[config.mk]
export PLATFORM = sky130hd
export DESIGN_NAME = fetch_stage
export DESIGN_NICKNAME = d
export VERILOG_FILES = /design/src/rtl/fetch_stage.sv
export SDC_FILE = /design/constraint.sdc
export NUM_CORES = 1
export LEC_CHECK = 0
export BUFFER_PORTS_ARGS = -buffer_cell sky130_fd_sc_hd__buf_2
export CORE_MARGIN = 2
export CORE_UTILIZATION = 40
export DETAILED_ROUTE_END_ITERATION = 10
export PLACE_DENSITY = 0.73
export SYNTH_ARGS = -nofsm -noshare
export SYNTH_HDL_FRONTEND = slang
export SYNTH_SLANG_ARGS = --single-unit
[constraint.sdc]
create_clock -name clk -period 2 [get_ports clk]
set_clock_uncertainty 0.1 [all_clocks]
set_input_delay 0.2 -clock clk [delete_from_list [all_inputs] [get_ports clk]]
set_output_delay 0.2 -clock clk [all_outputs]
set_load 0.01 [all_outputs]
[src/rtl/fetch_stage.sv]
// Instruction fetch stage: issues one outstanding fetch at a time and holds a single slot for decode.
// Optional stall counter is compiled in with FETCH_PERFCNT_EN.
module fetch_stage #(
    parameter logic [31:0] RESET_PC = 32'hBFC00000
) (
    input  logic        clk,
    input  logic        reset,
    output logic        inst_req,
    output logic [31:0] inst_addr,
    input  logic        inst_addr_ok,
    input  logic        inst_data_ok,
    input  logic        ready_i,
    input  logic        redirect_i,
    input  logic [31:0] redirect_pc_i,
    output logic        valid_o,
    output logic [31:0] pc_o,
    output logic        cancelled_o,
    output logic        exc_o,
    output logic        exc_miss_o,
    output logic [4:0]  exccode_o,
    output logic [31:0] perfcnt_fetch_stall
);

    logic [31:0] pc_f_q, pc_f_d;
    logic        pending_q, pending_d;
    logic        halt_q, halt_d;
    logic        valid_q, valid_d;
    logic [31:0] pc_q, pc_d;
    logic        cancelled_q, cancelled_d;
    logic        exc_q, exc_d;
    logic [4:0]  exccode_q, exccode_d;

    logic slot_free;
    logic aligned;
    logic accept;
    logic misalign_load;

    always_comb begin
        slot_free     = !valid_q || ready_i;
        aligned       = (pc_f_q[1:0] == 2'b00);
        // Request is gated by reset so nothing leaks out while reset is held.
        inst_req      = !reset && slot_free && (!pending_q || inst_data_ok) && aligned &&
                        !halt_q && !redirect_i;
        accept        = inst_req && inst_addr_ok;
        misalign_load = slot_free && !aligned && !halt_q;
    end

    always_comb begin
        pc_f_d      = pc_f_q;
        pending_d   = pending_q;
        halt_d      = halt_q;
        valid_d     = valid_q;
        pc_d        = pc_q;
        cancelled_d = cancelled_q;
        exc_d       = exc_q;
        exccode_d   = exccode_q;

        // Data with nothing outstanding simply leaves pending at zero.
        if (accept) begin
            pending_d = 1'b1;
        end else if (inst_data_ok) begin
            pending_d = 1'b0;
        end

        if (redirect_i) begin
            pc_f_d = redirect_pc_i;
        end else if (accept) begin
            pc_f_d = pc_f_q + 32'd4;
        end

        if (redirect_i) begin
            halt_d = 1'b0;
        end else if (misalign_load) begin
            halt_d = 1'b1;
        end

        if (accept || misalign_load) begin
            valid_d     = 1'b1;
            pc_d        = pc_f_q;
            cancelled_d = redirect_i;
            exc_d       = misalign_load;
            exccode_d   = misalign_load ? 5'h04 : 5'h00;
        end else if (ready_i) begin
            valid_d     = 1'b0;
            cancelled_d = 1'b0;
            exc_d       = 1'b0;
        end else if (redirect_i && valid_q) begin
            // Stale slot stays visible so decode still absorbs its data_ok.
            cancelled_d = 1'b1;
        end
    end

    always_ff @(posedge clk or posedge reset) begin
        if (reset) begin
            pc_f_q      <= RESET_PC;
            pending_q   <= 1'b0;
            halt_q      <= 1'b0;
            valid_q     <= 1'b0;
            pc_q        <= 32'd0;
            cancelled_q <= 1'b0;
            exc_q       <= 1'b0;
            exccode_q   <= 5'd0;
        end else begin
            pc_f_q      <= pc_f_d;
            pending_q   <= pending_d;
            halt_q      <= halt_d;
            valid_q     <= valid_d;
            pc_q        <= pc_d;
            cancelled_q <= cancelled_d;
            exc_q       <= exc_d;
            exccode_q   <= exccode_d;
        end
    end

    assign inst_addr   = pc_f_q;
    assign valid_o     = valid_q;
    assign pc_o        = pc_q;
    assign cancelled_o = cancelled_q;
    assign exc_o       = exc_q;
    assign exccode_o   = exccode_q;
    assign exc_miss_o  = 1'b0;

`ifdef FETCH_PERFCNT_EN
    logic [31:0] stall_cnt_q;

    always_ff @(posedge clk or posedge reset) begin
        if (reset) begin
            stall_cnt_q <= 32'd0;
        end else if (inst_req && !inst_addr_ok) begin
            stall_cnt_q <= stall_cnt_q + 32'd1;
        end
    end

    assign perfcnt_fetch_stall = stall_cnt_q;
`else
    assign perfcnt_fetch_stall = 32'd0;
`endif

endmodule

==> flow_summary.json <==
{
  "status": "completed",
  "core_area_um2": 9110,
  "synthArstFlopShare_pct": 100,
  "grt_max_degree": 47,
  "rows": 35,
  "synth.top_cell.area_share_pct": 41.1,
  "drive_gt1_share_pct": 43.8,
  "ioPinCount": 144,
  "hold_path.class": "in -> reg",
  "cts.clk_slew.worst_paths_ns": 0.08,
  "cts_buffers": 9,
  "synth.top_cells.by_count": "61 x dfrtp_1, 37 x buf_4, 37 x nand2_1",
  "io_buffers": 106,
  "drtPass1Iterations": 4,
  "via_count": 3272,
  "wl_um": 10100,
  "grt_pass1_wl_um": 15700,
  "setup_ws_ns": 0.00468,
  "synth_top_family_by_area": "simple AND/OR/NAND/NOR gates",
  "clock_latency_ns": 0.35,
  "synth_edf_count": 0,
  "synth_cell_types": 50,
  "antenna_left": 0,
  "avgViaCountPerCell": 5.14,
  "cts_tree": "done",
  "final_cell_area_um2": 5180,
  "synthAdderAreaFrac_pct": 0.337,
  "maxCapViolations": 0,
  "ys.flop_type": "dfrtp_1",
  "worst_slew_pin_slew_ns": 0.730,
  "clockBufferDepth": 2,
  "post_drt_wl_per_cell_um": 15.9,
  "first_iter_violations": 117,
  "grt_overflow": 0,
  "grt_pass1_vias": 3171,
  "avgSynthCellArea_um2": 10.6,
  "crit_arrival_ns": 2.13,
  "final_net_count": 559,
  "drcViolationCount": 0,
  "die_h_um": 100,
  "synth_area_leaders": "dfrtp_1 41%, mux2_2 10%, buf_4 7.5%",
  "leakage_nw": 2.48,
  "cts_root_buffer": "clkbuf_8",
  "vdd.ir_drop.worst_uv": 510,
  "ys_seq_elements": 70,
  "crit_family": "simple AND/OR/NAND/NOR gates",
  "endpoint_kind": "register",
  "placed_cell_area_um2": 4520,
  "grtUsageTotal_pct": 19.8,
  "synthXorXnorAreaFrac_pct": 1.89,
  "htree_levels": 3,
  "cp_num_buf_inv": 1,
  "place_inst": 592,
  "crit_slowest_cell": "or4_4",
  "clkSinkCount": 70,
  "ys.warnings.count": 0,
  "fmax_mhz": 501,
  "cp_cell_sequence": "nor2b_4, or4_4, o21ai_4, buf_12, mux2_2",
  "yosys.area_share.simple_pct": 19.4,
  "setup-violations-final": 0,
  "report.final.slew_viol_count": 0,
  "syn-cell-area_um2": 3710,
  "synth.largest_area_cell": "dfrtp_1",
  "hold_violations": 0,
  "power_density_nw_per_um2": 905,
  "synth.area.mux_share_pct": 10.8,
  "die-area_um2": 10100,
  "cp_max_fo": 18,
  "antenna_found_initial": 0,
  "dieWidth_um": 100,
  "slowest_delay_ns": 0.46,
  "rrSetupSlack_ns": 0.005,
  "yosysSeqAreaShare_pct": 47.5,
  "synth_compound_area_share_pct": 9.77,
  "fin_cells": 636,
  "cp.required_ns": 2.13,
  "setup.worst_path.class": "reg -> reg",
  "setup.worst_path.start_class": "register",
  "slew_headroom_pct": 51.3,
  "dp_hpwl_um": 7110,
  "final.period_utilization_pct": 99.8,
  "initial_core_util_pct": 40.8,
  "rsz0062_at_grt": "yes",
  "syn2layout_area_growth_pct": 39.5,
  "diodes": 0,
  "period_needed_ns": 2.00,
  "place_ws_ns": -0.0346,
  "synth_most_common_cell": "dfrtp_1",
  "gp_congestion": 0.895,
  "synthCells": 349
}
==> area by class of cell <==
cell class                 instances  area (um^2)
clock buffer                      11          151
tap                              111          139
fill                             768         3930
timing repair buffer             175         1180
sequential                        70         1760
clock inverter                     5          105
multi-input combinational        259         1820
inverter                           5         22.5
==> metal layers <==
layer  up-vias  track usage [%]  share of wire [%]
met1      1618             25.5                 44
met4         0             5.69               0.92
met2       108             33.5                 50
met3         8             4.67                5.2
met5         -                0                  0
li1       1538                -                  -
==> metrics by stage <==
| stage | utilization [%] | power (mW) | hold slack [ns] | TNS (ns) |
|---|---|---|---|---|
| 2_1_floorplan | - | 2.64 | 0.211 | -1.90 |
| 3_3_place_gp | 49.6 | 3.10 | 0.181 | -0.00561 |
| 3_5_place_dp | 49.6 | 3.15 | 0.195 | -0.414 |
| 4_1_cts | 55.6 | 4.66 | 0.0000358 | -0.000456 |
| 5_1_grt | 56.9 | 4.93 | 0.00539 | -1.01 |
| 6_report | 56.9 | 4.69 | 0.00303 | 0 |
==> placed cells by master, fill, tap and decap left out, types with 5 or more instances in the layout <==
master / count
and2_1: 8
and3_1: 6
buf_2: 105
buf_4: 37
buf_6: 7
clkbuf_8: 11
conb_1: 37
dfrtp_1: 61
dfstp_2: 9
dlygate4sd3_1: 22
mux2_2: 26
mux2_4: 7
nand2_1: 35
nand3_1: 15
nand4_1: 11
nor2_1: 11
o211ai_1: 10
o21ai_0: 13
o311ai_0: 5
or4_1: 6
==> state kept, by name, summed over array words and instances, names as in the netlist <==
name,cells
valid_o,1
exccode_o,1
pc_o,32
cancelled_o,1
exc_o,1
inst_addr,32
halt_q,1
pending_q,1
==> cells by family (layout without fill, tap and decap cells) <==
| logic type | count (synthesis) | count (layout) |
|---|---|---|
| AO/OA/AOI/OAI | 50 | 50 |
| XOR/XNOR | 8 | 8 |
| adder cells (fa/ha/maj) | 1 | 1 |
| buffers and inverters | 56 | 196 |
| flip-flops | 70 | 70 |
| multiplexers | 36 | 36 |
| other | 1 | 37 |
| AND/OR/NAND/NOR | 127 | 127 |
==> worst min-delay path: stages <==
cell	delay [ns]
buf_2	0.08
nand2_1	0.04
o311ai_0	0.08
==> final timing paths <==
path,depth (start not counted),startpoint,endpoint
max in group asynchronous,4,reset,inst_addr[3]
min in group asynchronous,4,reset,pc_o[19]
min reg2reg,1,pc_o[10],pc_o[10]
max,5,valid_o,pc_o[8]
max reg2reg,5,valid_o,pc_o[8]
min,3,redirect_pc_i[19],inst_addr[19]
==> repair_timing <==
action	in CTS	in global routing
setup buffers	4	2
hold endpoints to repair	81	1
setup endpoints to repair	44	54
hold buffers	21	1
pin swaps	0	2
gates resized for setup	9	21
==> power by group <==
group          internal [mW]  leakage, nW  switching (mW)
clock                  0.897        0.122           0.562
combinational          0.681         1.52           0.637
sequential              1.72        0.833           0.189
Note: power is estimated with default switching activity, not from simulation.
